File: config.mk
export PLATFORM = sky130hd
export DESIGN_NAME = addsub_arbiter_8bit
export DESIGN_NICKNAME = d
export VERILOG_FILES = /design/src/rtl/addsub_arbiter_8bit.sv
export SDC_FILE = /design/constraint.sdc
export NUM_CORES = 1
export LEC_CHECK = 0
export BUFFER_PORTS_ARGS = -buffer_cell sky130_fd_sc_hd__buf_4
export CAP_MARGIN = 20
export CORE_ASPECT_RATIO = 2
export CORE_MARGIN = 2
export CORE_UTILIZATION = 44
export CTS_BUF_LIST = sky130_fd_sc_hd__clkbuf_8
export DETAILED_ROUTE_END_ITERATION = 8
export PLACE_DENSITY_LB_ADDON = 0.08
export SLEW_MARGIN = 20
export SYNTH_ARGS = -nofsm -noshare
export SYNTH_HDL_FRONTEND = slang
export SYNTH_SLANG_ARGS = --single-unit
File: constraint.sdc
create_clock -name clk -period 3.2 [get_ports clk]
set_input_delay 0.64 -clock clk [delete_from_list [all_inputs] [get_ports clk]]
set_output_delay 0.64 -clock clk [all_outputs]
set_load 0.01 [all_outputs]
File: src/rtl/addsub_arbiter_8bit.sv
// Two-requester front end sharing one 8-bit adder/subtractor.
// Operands are latched on grant; results are held until consumed.
module adder_subtractor_8bit (
    input  logic [7:0] a,
    input  logic [7:0] b,
    input  logic       op,
    output logic [7:0] sum,
    output logic       cout
);
    logic [8:0] total;

    // Subtract as a + ~b + 1 so cout reads as "no borrow".
    assign total = {1'b0, a} + {1'b0, b ^ {8{op}}} + {8'd0, op};
    assign sum   = total[7:0];
    assign cout  = total[8];
endmodule

module addsub_arbiter_8bit #(
    parameter bit FAIR = 1'b1
) (
    input  logic       clk,
    input  logic       rst,
    input  logic       req0_valid,
    output logic       req0_ready,
    input  logic [7:0] req0_a,
    input  logic [7:0] req0_b,
    input  logic       req0_op,
    input  logic       req1_valid,
    output logic       req1_ready,
    input  logic [7:0] req1_a,
    input  logic [7:0] req1_b,
    input  logic       req1_op,
    output logic       rsp_valid,
    input  logic       rsp_ready,
    output logic       rsp_id,
    output logic [7:0] rsp_sum,
    output logic       rsp_cout,
    output logic       rsp_ovf,
    output logic       busy
);
    typedef enum logic [1:0] {
        IDLE = 2'd0,
        EXEC = 2'd1,
        RESP = 2'd2
    } state_t;

    state_t     state, nstate;
    logic       last_q;
    logic       gnt_vld, gnt_id, accept;
    logic [7:0] a_q, b_q;
    logic       op_q, id_q;
    logic [7:0] sum_q;
    logic       cout_q, ovf_q;
    logic [7:0] dp_sum;
    logic       dp_cout, dp_ovf;

    adder_subtractor_8bit u_dp (
        .a    (a_q),
        .b    (b_q),
        .op   (op_q),
        .sum  (dp_sum),
        .cout (dp_cout)
    );

    assign dp_ovf = (op_q ? (a_q[7] != b_q[7]) : (a_q[7] == b_q[7]))
                    && (dp_sum[7] != a_q[7]);

    always_comb begin
        gnt_vld = req0_valid | req1_valid;
        gnt_id  = 1'b0;
        if (req0_valid && req1_valid)
            gnt_id = FAIR ? ~last_q : 1'b0;
        else
            gnt_id = req1_valid;
    end

    assign accept     = (state == IDLE) && gnt_vld;
    assign req0_ready = accept && !gnt_id;
    assign req1_ready = accept && gnt_id;

    always_ff @(posedge clk or posedge rst) begin
        if (rst) state <= IDLE;
        else     state <= nstate;
    end

    always_comb begin
        nstate = state;
        unique case (state)
            IDLE:    if (accept) nstate = EXEC;
            EXEC:    nstate = RESP;
            RESP:    if (rsp_ready) nstate = IDLE;
            default: nstate = IDLE;
        endcase
    end

    always_comb begin
        rsp_valid = (state == RESP);
        busy      = (state != IDLE);
    end

    always_ff @(posedge clk or posedge rst) begin
        if (rst) begin
            a_q    <= 8'h00;
            b_q    <= 8'h00;
            op_q   <= 1'b0;
            id_q   <= 1'b0;
            sum_q  <= 8'h00;
            cout_q <= 1'b0;
            ovf_q  <= 1'b0;
            last_q <= 1'b1;
        end else begin
            if (accept) begin
                a_q  <= gnt_id ? req1_a  : req0_a;
                b_q  <= gnt_id ? req1_b  : req0_b;
                op_q <= gnt_id ? req1_op : req0_op;
                id_q <= gnt_id;
            end
            if (state == EXEC) begin
                sum_q  <= dp_sum;
                cout_q <= dp_cout;
                ovf_q  <= dp_ovf;
            end
            if (state == RESP && rsp_ready)
                last_q <= id_q;
        end
    end

    assign rsp_id   = id_q;
    assign rsp_sum  = sum_q;
    assign rsp_cout = cout_q;
    assign rsp_ovf  = ovf_q;
endmodule

* Yosys cells after proc, flatten, opt, wreduce, memory -nomap -nowiden *
Cells that the tools add are included.

word-level totals
  register bits after elaboration = 31
  word-level logic and storage cells = 39

operators by class
  add/subtract/negate cells = 2
  eq/ne operators = 7
  muxes and demuxes = 8
  bitwise operators = 3
  reduce and logical (&&, ||, !) cells = 10

operators by type and width
  cell                  count
  $mux W8               2
  $add A8 B8 Y9         1
  $add A9 B1 Y9         1
  $xor A8 B8 Y8         1
  $logic_and A1 B1 Y1   6
  $pmux W2 S3           1
  $mux W2               2
  $mux W1               3
  $eq A2 B1 Y1 const B  1
  $eq A2 B2 Y1 const B  1
  $logic_not A2 Y1      1
  $ne A1 B1 Y1          2
  $ne A2 B1 Y1 const B  1
  $ne A2 B2 Y1 const B  1
  $reduce_and A2 Y1     1
  $reduce_bool A2 Y1    1
  $eq A1 B1 Y1          1
  $logic_not A1 Y1      1
  $not A1 Y1            1
  $or A1 B1 Y1          1

* Depth between registers and ports, before layout *
Gate-level depths: netlist of the first run.

  word-level depth = 5
  gate-level depth with buffers = 10
  mapped depth without buffers = 9

* Hierarchy *
From an unflattened synthesis of the first run, not the netlist that was laid out.

unflattened totals
  cells, all modules = 148
  area, all modules = 1781.7 um^2

by module, submodules not included
  module                 instances  cells each  area each (um^2)  sequential area each (um^2)
  addsub_arbiter_8bit    1          100         1383.8            777.0
  adder_subtractor_8bit  1          48          397.9             0.0

* Worst setup path after synthesis of the first run *
OpenSTA, ideal clock, no wires.

  kind = reg2reg
  start point = register op_q
  end point = register ovf_q, in the netlist rsp_ovf
  setup time = 0.126 ns
  arrival = 2.092 ns
  path slack = 0.982 ns
  stages on the path, launching flop included = 10
  period minus slack after synthesis = 2.218 ns
  cells stage by stage = dfrtp_1 buf_6 xor2_1 ha_1 a21oi_1 o22ai_2 a41oi_2 xnor2_1 and4bb_1 a221o_1

on the way
  longest elaborated chain between the ends = 5

ends and longest elaborated chain
  element                  RTL line  RTL
  from (decl)              51        logic op_q, id_q;
  from (signal assigned)   115       op_q <= gnt_id ? req1_op : req0_op;
  $xor A8 B8 Y8            13        assign total = {1'b0, a} + {1'b0, b ^ {8{op}}} + {8'd0, op};
  $add A8 B8 Y9            13
  $add A9 B1 Y9            13
  $ne A1 B1 Y1             66        && (dp_sum[7] != a_q[7]);
  $logic_and A1 B1 Y1 (*)  66
  to (signal assigned)     121       ovf_q <= dp_ovf;
  to (decl)                53        logic cout_q, ovf_q;

Mark *: on every way between the ends. The rest lies on a longest branch, timed or not.
A chain may end at the register's enable or synchronous reset.

* Worst setup path in the final report of the first run *
Ends and elaborated chain as after synthesis.

==> results of run 1 <==
==> through the flow <==
step	setup slack [ns]	instance area (sq um)	std cells	utilization, %
3_5_place_dp	0.677	2090	257	58.5
2_1_floorplan	0.982	1630	158	-
5_1_grt	0.428	2170	265	60.8
6_report	0.662	2170	265	60.8
4_1_cts	0.655	2170	265	60.8
3_3_place_gp	0.812	2090	257	58.5
==> final cells by class <==
cell class                      count  area (sq um)
Clock buffer                        5          68.8
Clock inverter                      3          15.0
Fill cell                         345          1400
Inverter                           27           101
Multi-Input combinational cell     93           719
Sequential cell                    31           777
Tap cell                           49          61.3
Timing Repair Buffer               57           428
==> worst reg2reg max path: cells and delay by family (launching register included) <==
kind                       cells  cell delay, ns
AOI/OAI and AO/OA              4            0.91
xor gates and xnor gates       2            0.41
adders and majority gates      1            0.35
DFF                            1            0.52
and+or+nand+nor                1            0.22
==> cells by family after synthesis <==
group | after synthesis | share of synthesized area (%)
AOI/OAI and AO/OA | 44 | 21.5
xor gates and xnor gates | 11 | 5.91
adders and majority gates | 8 | 6.59
buffers and inverters | 34 | 8.28
DFF | 31 | 47.6
muxes | 3 | 2.22
and+or+nand+nor | 27 | 7.90
==> report_power, final <==
| group | switching [mW] | total, mW | internal [mW] |
|---|---|---|---|
| sequential | 0.148 | 0.742 | 0.593 |
| clock | 0.137 | 0.286 | 0.148 |
| combinational | 0.762 | 1.47 | 0.708 |
==> state kept, by name, indices dropped and copies added (netlist names), 2 cells and up <==
name / flops
rsp_sum: 8
state: 2
a_q: 8
b_q: 8
==> how the worst max path moves through the flow <==
| stage | endpoint | start | slack (ns) | depth (start not counted) |
|---|---|---|---|---|
| floorplan | rsp_ovf$_DFFE_PP0N_ | op_q$_DFFE_PP0P_ | 0.98 | 9 |
| finish | rsp_ovf$_DFFE_PP0N_ | op_q$_DFFE_PP0P_ | 0.66 | 8 |
| global placement | rsp_cout$_DFFE_PP0N_ | op_q$_DFFE_PP0P_ | 0.81 | 9 |
| global route | rsp_sum[6]$_DFFE_PP0N_ | op_q$_DFFE_PP0P_ | 0.43 | 9 |
| detailed placement | rsp_ovf$_DFFE_PP0N_ | op_q$_DFFE_PP0P_ | 0.68 | 8 |
| CTS | rsp_ovf$_DFFE_PP0N_ | op_q$_DFFE_PP0P_ | 0.65 | 8 |
==> cells in the final DEF, fill, tap and decap left out, types with 2 or more instances in the layout <==
cell,Yosys,layout
mux2_2,2,2
nand2b_1,3,3
a21boi_0,2,2
o31ai_1,3,3
a222oi_1,17,17
clkbuf_8,0,5
ha_1,7,7
nor2_1,4,4
xor2_1,8,8
dfrtp_1,30,30
a21oi_1,4,4
clkinv_2,0,3
o21ai_0,11,11
buf_4,0,57
inv_1,27,27
xnor2_1,3,3
nand2_1,14,14
==> layer usage <==
layer / track usage, % / wire (microns) / up-vias
met5: 0 / 0 / -
met4: 8.80 / 63 / 0
met3: 4.02 / 182 / 6
met2: 32.2 / 1940 / 47
met1: 20.5 / 1270 / 642
li1: - / - / 683
==> flow_metrics.tcl, run 1 <==
set metrics [dict create \
    status "finished clean" \
    synthArstFlopShare_pct 100 \
    fp.coreArea_sq_um 3570 \
    maxSlewHeadroom_pct 54.7 \
    grt_overflow 0 \
    synth_ff_type "dfrtp_1" \
    root_buffer "clkbuf_8" \
    ir_drop_mv 0.511 \
    setup_tns_ns 0 \
    ant_nets 0 \
    first_pass_iters 4 \
    r2r_end "rsp_ovf$_DFFE_PP0N_" \
    worst_pin_slew_ns 0.680 \
    hp-class "input port to asynchronous set/reset pin" \
    critical_path.max_stage_delay_ns 0.52 \
    yosys-top-cells-count "30 x dfrtp_1, 27 x inv_1, 17 x a222oi_1" \
    ys_ff_latch 31 \
    cp_cell_sequence "xor2_1 -> ha_1 -> a21oi_1 -> o22ai_2 -> a41oi_2 -> xnor2_1 -> and4bb_1 -> a221o_1" \
    rr_startpoint "op_q$_DFFE_PP0P_" \
    ys_types 32 \
    grt_max_degree 32 \
    syn_avg_cell_area_sq_um 10.3 \
    synth.largest_area_cell "dfrtp_1" \
    powerDensity_nw_per_um2 1150 \
    rsz0062_at_grt "false" \
    setup_viol 0 \
    fin_crit_ns 2.54 \
    grt_pass1_wl_mm 5.87 \
    insertion_delay_ns 0.28 \
    cp.arrival_ns 2.69 \
    via_per_inst 5.20 \
    cts.sinks 31 \
    antenna_cells 0 \
    nets 262 \
    synth.yosys.warnings 0 \
    antenna_found_initial 0 \
    grt_pass1_vias 1412 \
    start_util_pct 45.7 \
    fin_crit_sh_pct 79.3 \
    place_congestion 0.747 \
    cts_tree "done" \
    critPathCaptureType "register" \
    dieArea_sq_um 4240 \
    syn_inst 158 \
    wl_per_cell_microns 13.0 \
    drt_iter0_markers 49 \
    ios 54 \
    critPathMaxFanout 9 \
    ff2ff_path_depth 8 \
    drv_slew 0 \
    totalWireLength_mm 3.45 \
    drive_gt1_share_pct 32.9 \
    holdWs_ns 0.442 \
    critPathTopFamily "compound AO/OA/AOI/OAI gates" \
    required_ns 3.36 \
    synth-edff-count 0 \
    reg2reg_setup_slack_ns 0.66 \
    cp.buffers_inverters 0 \
    grtUsageTotal_pct 18.9 \
    hold_viol 0 \
    leakage_nw 1.14 \
    synth_most_common_cell "dfrtp_1" \
    postCtsHoldBufs 0 \
    cts_buffers 5 \
    drv_cap 0 \
    cts_buffer_depth 2 \
    vias 1378 \
    io_buffers 53 \
    finalPower_mw 2.50 \
    critPathKind "register to register" \
    seq_area_frac_synth_pct 47.6 \
    htreeDepth 2 \
    postCtsSetupBuffers 0 \
    syn_area_sq_um 1630 \
    fmax_mhz 394 \
    drc_errors 0 \
    cp_slowest_cell "dfrtp_1" \
    fin_skew_ns 0.00687 \
    die_w_microns 47.1 \
    clk_pin_slew_ns 0.07 \
    syn2layout_area_growth_pct 33.1 \
    cts_resized 0 \
    synth.top_cells.by_area "dfrtp_1 46%, a222oi_1 10%, inv_1 6.2%" \
    synth_top_area_share_pct 46.0 \
    num_rows 31 \
    dpl.hpwl_mm 2.77 \
    dieHeight_microns 90.1 \
    start_kind "register" \
    syn_nets 205 \
]
(Power assumes the default switching activity.)
==> run 2: changes to the inputs <==
==> constraint.sdc (replaced) <==
create_clock -name clk -period 2.11 [get_ports clk]
set_input_delay 0.422 -clock clk [delete_from_list [all_inputs] [get_ports clk]]
set_output_delay 0.422 -clock clk [all_outputs]
set_load 0.01 [all_outputs]
==> run 2 against run 1 <==
  * The flow now finishes with violations (negative setup slack)
  * Critical endpoint unchanged
  * Register-to-register slack worse by 0.78 ns
  * Flip-flop and latch count unchanged
  * Cell area up 7.8%
  * Via count up 5.2%
  * Largest cell class unchanged
  * Non-clock buffer count up 17
  * Clock power up 73%
  * Highest routed layer unchanged
  * Die area unchanged
  * Worst setup slack worse by 0.78 ns
==> flow_metrics.tcl, run 2 (same netlist as run 1, synthesis figures left out) <==
set metrics [dict create \
    layout_commonest_cell "buf_4" \
    num_rows 31 \
    hp-class "input port to asynchronous set/reset pin" \
    cts_tree "done" \
    start_kind "register" \
    via_per_inst 5.14 \
    cts.sinks 31 \
    p_int_mw 2.74 \
    fmax_mhz 448 \
    drv_slew 0 \
    cts_buffer_depth 2 \
    grt_pass1_vias 1497 \
    utilization_pct 65.6 \
    dp.cells 272 \
    worst_pin_slew_ns 0.425 \
    root_buffer "clkbuf_8" \
    antenna_cells 0 \
    fin_cells 282 \
    violations "negative setup slack" \
    die_w_microns 47.1 \
    fin_crit_ns 2.23 \
    final_cell_mix "74 x buf_4, 29 x dfrtp_1, 28 x inv_1, 17 x a222oi_1, 14 x nand2_1" \
    critPathTopFamily "compound AO/OA/AOI/OAI gates" \
    setup_ws_ns -0.121 \
    drv_cap 0 \
    pwr-share-comb_pct 63.8 \
    wl_per_cell_microns 12.8 \
    grt_overflow 0 \
    cts_buffers 5 \
    holdWs_ns 0.220 \
    critical_path.max_stage_delay_ns 0.48 \
    dpl.hpwl_mm 2.97 \
    htreeDepth 2 \
    dieArea_sq_um 4240 \
    critPathKind "register to register" \
    insertion_delay_ns 0.28 \
    nets 279 \
    maxSlewHeadroom_pct 71.6 \
    ir_drop_mv 0.990 \
    fin_area_sq_um 2340 \
    start_util_pct 45.7 \
    setup_viol 2 \
    fin_skew_ns 0.00182 \
    power.net_switching_mw 1.75 \
    fill_cells 319 \
    cp_slowest_cell "dfrtp_2" \
    fp.coreArea_sq_um 3570 \
    status "finished with violations" \
    postCtsHoldBufs 0 \
    drive_gt1_share_pct 39.9 \
    critPathMaxFanout 8 \
    totalWireLength_mm 3.62 \
    critPathCaptureType "register" \
    drc_errors 0 \
    vias 1450 \
    dieHeight_microns 90.1 \
    seq_power_share_pct 25.2 \
    syn2layout_area_growth_pct 43.5 \
    placed_area_sq_um 2200 \
    drt_iter0_markers 45 \
    cp_cell_sequence "xor2_1 -> ha_1 -> a21oi_2 -> o22ai_2 -> a41oi_2 -> xnor2_1 -> and4bb_1 -> a221o_1" \
    cp.buffers_inverters 0 \
    clockPowerShare_pct 11.1 \
    antenna_found_initial 0 \
    pre_cts_slack_ns -0.252 \
    required_ns 2.28 \
    clk_pin_slew_ns 0.06 \
    leakage_nw 1.24 \
    ant_nets 0 \
    grt_max_degree 32 \
    netSwitchingFraction_pct 39.0 \
    rsz0062_at_grt "true" \
    place_congestion 0.744 \
    fin_crit_sh_pct 106 \
    grt_pass1_wl_mm 6.24 \
    grtUsageTotal_pct 19.8 \
    ios 54 \
    io_buffers 53 \
    first_pass_iters 7 \
    cp.arrival_ns 2.40 \
    hold_viol 0 \
    powerDensity_nw_per_um2 1920 \
]
-- run 2: layout make-up --
type                            count  area, sq um  share of cell area, %
Sequential cell                    31          778                   33.2
Timing Repair Buffer               74          556                   23.7
Multi-Input combinational cell     93          744                   31.8
Tap cell                           49         61.3                   2.62
Inverter                           27          101                   4.33
Clock buffer                        7         96.3                   4.12
Clock inverter                      1         3.75                  0.160
-- run 2: worst paths after layout --
path                                   startpoint                      to  slack [ns]  cells past startpoint
max                              op_q$_DFFE_PP0P_     rsp_ovf$_DFFE_PP0N_       -0.12                      8
min                                           rst    state[0]$_DFFE_PP0P_        0.22                      3
min in group clk                        rsp_ready    state[1]$_DFFE_PP0P_        0.33                      2
max in group asynchronous                     rst      last_q$_DFFE_PP1P_        1.58                      3
min reg2reg                rsp_sum[2]$_DFFE_PP0N_  rsp_sum[2]$_DFFE_PP0N_        0.48                      2
max reg2reg                      op_q$_DFFE_PP0P_     rsp_ovf$_DFFE_PP0N_       -0.12                      8
-- run 2: timing repair --
item / CTS / global route
setup endpoints to repair: 5 / 5
setup buffers: 1 / 1
resized for setup: 6 / 5
pin swaps: 6 / 3
-- run 2: power groups by stage --
| stage | Combinational, mW | Clock, mW | Sequential, mW |
|---|---|---|---|
| floorplan | 1.69 | 0 | 1.10 |
| global placement | 2.60 | 0 | 1.12 |
| global route | 3.21 | 0.548 | 1.17 |
| finish | 2.86 | 0.496 | 1.13 |
| CTS | 2.79 | 0.515 | 1.14 |
| detailed placement | 2.72 | 0 | 1.14 |
-- run 2: routing by layer --
layer / GRT usage (%) / up-vias / wire [microns]
met1: 21.9 / 684 / 1270
li1: - / 711 / -
met2: 33.6 / 47 / 2100
met4: 9.03 / 0 / 92
met3: 4.22 / 8 / 151
met5: 0 / - / 0
-- run 2: per-stage QoR --
| step | setup TNS (ns) | power (mW) |
|---|---|---|
| finish | -0.149 | 4.49 |
| global route | -0.508 | 4.92 |
| CTS | -0.138 | 4.44 |
| detailed placement | -0.724 | 3.86 |
| global placement | -0.317 | 3.72 |
| floorplan | -0.0358 | 2.79 |
-- run 2: worst min-delay path: stages --
cell   delay [ns]
buf_4        0.10
inv_1        0.04
buf_4        0.34
==> run 3: changes to the inputs <==
--- a/config.mk
+++ b/config.mk
@@ -7,7 +7,7 @@
 export LEC_CHECK = 0
 export BUFFER_PORTS_ARGS = -buffer_cell sky130_fd_sc_hd__buf_4
 export CAP_MARGIN = 20
-export CORE_ASPECT_RATIO = 2
+export CORE_ASPECT_RATIO = 1.1
 export CORE_MARGIN = 2
 export CORE_UTILIZATION = 44
 export CTS_BUF_LIST = sky130_fd_sc_hd__clkbuf_8
==> run 3 against run 2 <==
  * The run still ends with negative setup slack left
  * Worst setup slack improved by 0.077 ns
  * First-iteration DRC count is 120% higher
  * Clock-buffer cell count unchanged
  * Global-route usage down 0.31 points
  * Largest cell class unchanged
  * Via count shrank 1.9%
  * Core utilization about the same
  * Clock power hardly changed
  * Maximum frequency grew 3.6%
  * Sequential power hardly changed
  * Critical endpoint unchanged
  * Flip-flop and latch count stayed put
  * Clock skew is 0.0046 ns higher
==> flow_metrics.tcl, run 3 (same netlist as run 1, synthesis figures left out) <==
set metrics [dict create \
    fin_cells 282 \
    rr_startpoint "op_q$_DFFE_PP0P_" \
    fin_crit_ns 2.15 \
    grt_pass1_wl_mm 6.09 \
    nets 278 \
    grtUsageTotal_pct 19.5 \
    cp_cell_sequence "xor2_1 -> ha_2 -> a21oi_2 -> o22ai_2 -> a41oi_2 -> xnor2_1 -> and4bb_1 -> a221o_1" \
    clk_pin_slew_ns 0.07 \
    via_per_inst 5.04 \
    totalWireLength_mm 3.50 \
    fmax_mhz 464 \
    drive_gt1_share_pct 41.8 \
    p_int_mw 2.75 \
    leakage_nw 1.24 \
    cts_buffer_depth 2 \
    grt_pass1_vias 1468 \
    critPathKind "register to register" \
    num_rows 23 \
    cts_buffers 5 \
    ff2ff_path_depth 8 \
    drv_cap 0 \
    hold_viol 0 \
    vias 1422 \
    critPathMaxFanout 7 \
    postCtsHoldBufs 0 \
    powerDensity_nw_per_um2 1910 \
    cp_num_cells 8 \
    finalPower_mw 4.50 \
    htreeDepth 2 \
    io_buffers 53 \
    rsz0062_at_grt "true" \
    critPathCaptureType "register" \
    final_cell_mix "73 x buf_4, 29 x dfrtp_1, 27 x inv_1, 17 x a222oi_1, 14 x nand2_1" \
    first_pass_iters 5 \
    cp_slowest_cell "dfrtp_2" \
    seq_power_share_pct 25.2 \
    start_util_pct 45.4 \
    dp.cells 273 \
    insertion_delay_ns 0.28 \
    utilization_pct 65.6 \
    antenna_found_initial 0 \
    ir_drop_mv 0.677 \
    start_kind "register" \
    antenna_cells 0 \
    fin_crit_sh_pct 102 \
    critical_path.startpoint "op_q$_DFFE_PP0P_" \
    critical_path.max_stage_delay_ns 0.48 \
    drt_iter0_markers 98 \
    grt_overflow 0 \
    root_buffer "clkbuf_8" \
    grt_max_degree 32 \
    status "finished with violations" \
    pwr-share-comb_pct 63.7 \
    cts_tree "done" \
    setup_ws_ns -0.0440 \
    ant_nets 0 \
    reg2reg_setup_slack_ns -0.04 \
    ios 54 \
    critPathTopFamily "compound AO/OA/AOI/OAI gates" \
    fin_skew_ns 0.00640 \
    power.net_switching_mw 1.75 \
    die_w_microns 62.1 \
    worst_pin_slew_ns 0.376 \
    drv_slew 0 \
    r2r_end "rsp_ovf$_DFFE_PP0N_" \
    setup_viol 1 \
    layout_commonest_cell "buf_4" \
    fp.coreArea_sq_um 3600 \
    dieArea_sq_um 4210 \
    cp.buffers_inverters 0 \
    drc_errors 0 \
    hp-class "input port to asynchronous set/reset pin" \
    fin_area_sq_um 2360 \
    clockPowerShare_pct 11.1 \
    dpl.hpwl_mm 2.75 \
    required_ns 2.28 \
    syn2layout_area_growth_pct 44.6 \
    crit_end "rsp_ovf$_DFFE_PP0N_" \
    dieHeight_microns 67.9 \
    maxSlewHeadroom_pct 74.9 \
    cp.arrival_ns 2.32 \
    netSwitchingFraction_pct 39.0 \
    wl_per_cell_microns 12.4 \
    holdWs_ns 0.224 \
    violations "negative setup slack" \
    place_congestion 0.741 \
    cts.sinks 31 \
    placed_area_sq_um 2200 \
]
[run 3: layer usage]
metal	GRT usage, %	wire length (microns)	vias to the layer above	part of all wire (%)
met5	0	0	-	0
met4	6.91	57	0	1.6
met3	5.67	175	8	5.0
met2	30.6	1660	53	47
met1	25.4	1610	648	46
li1	-	-	713	-
[run 3: final cells by class]
class | count | area (sq um)
Fill cell | 312 | 1240
Sequential cell | 31 | 778
Clock inverter | 1 | 3.75
Multi-Input combinational cell | 93 | 768
Tap cell | 50 | 62.6
Clock buffer | 7 | 96.3
Inverter | 27 | 101
Timing Repair Buffer | 73 | 548
[run 3: stage by stage]
stage	setup slack [ns]	TNS, ns
detailed placement	-0.202	-0.514
global route	-0.179	-0.319
finish	-0.0440	-0.0440
floorplan	-0.0358	-0.0358
global placement	-0.0921	-0.233
CTS	-0.0706	-0.0706
[run 3: how the worst min path moves through the flow]
| stage | endpoint | cells past startpoint | slack [ns] |
|---|---|---|---|
| after floorplan | a_q[2]$_DFFE_PP0P_ | 2 | 0.48 |
| after global placement | rsp_sum[0]$_DFFE_PP0N_ | 2 | 0.47 |
| after detailed placement | rsp_sum[0]$_DFFE_PP0N_ | 2 | 0.47 |
| after CTS | state[1]$_DFFE_PP0P_ | 3 | 0.24 |
| after global routing | rsp_sum[7]$_DFFE_PP0N_ | 3 | 0.27 |
| final | rsp_sum[7]$_DFFE_PP0N_ | 3 | 0.22 |
[run 3: repair_timing]
action	in CTS	in global routing
pin swaps	6	7
buffers inserted	2	0
cloned	0	0
setup endpoints to repair	4	6
gates resized for setup	5	11
[run 3: worst min-delay path, delay by kind of cell]
family,cells,cell delay [ns]
buffers and inverters,3,0.50
[run 3: power groups by stage]
| stage | sequential [mW] | combinational, mW | clock, mW |
|---|---|---|---|
| detailed placement | 1.13 | 2.67 | 0 |
| global route | 1.17 | 3.25 | 0.540 |
| finish | 1.13 | 2.86 | 0.499 |
| CTS | 1.13 | 2.75 | 0.514 |
| global placement | 1.12 | 2.62 | 0 |
| floorplan | 1.10 | 1.69 | 0 |
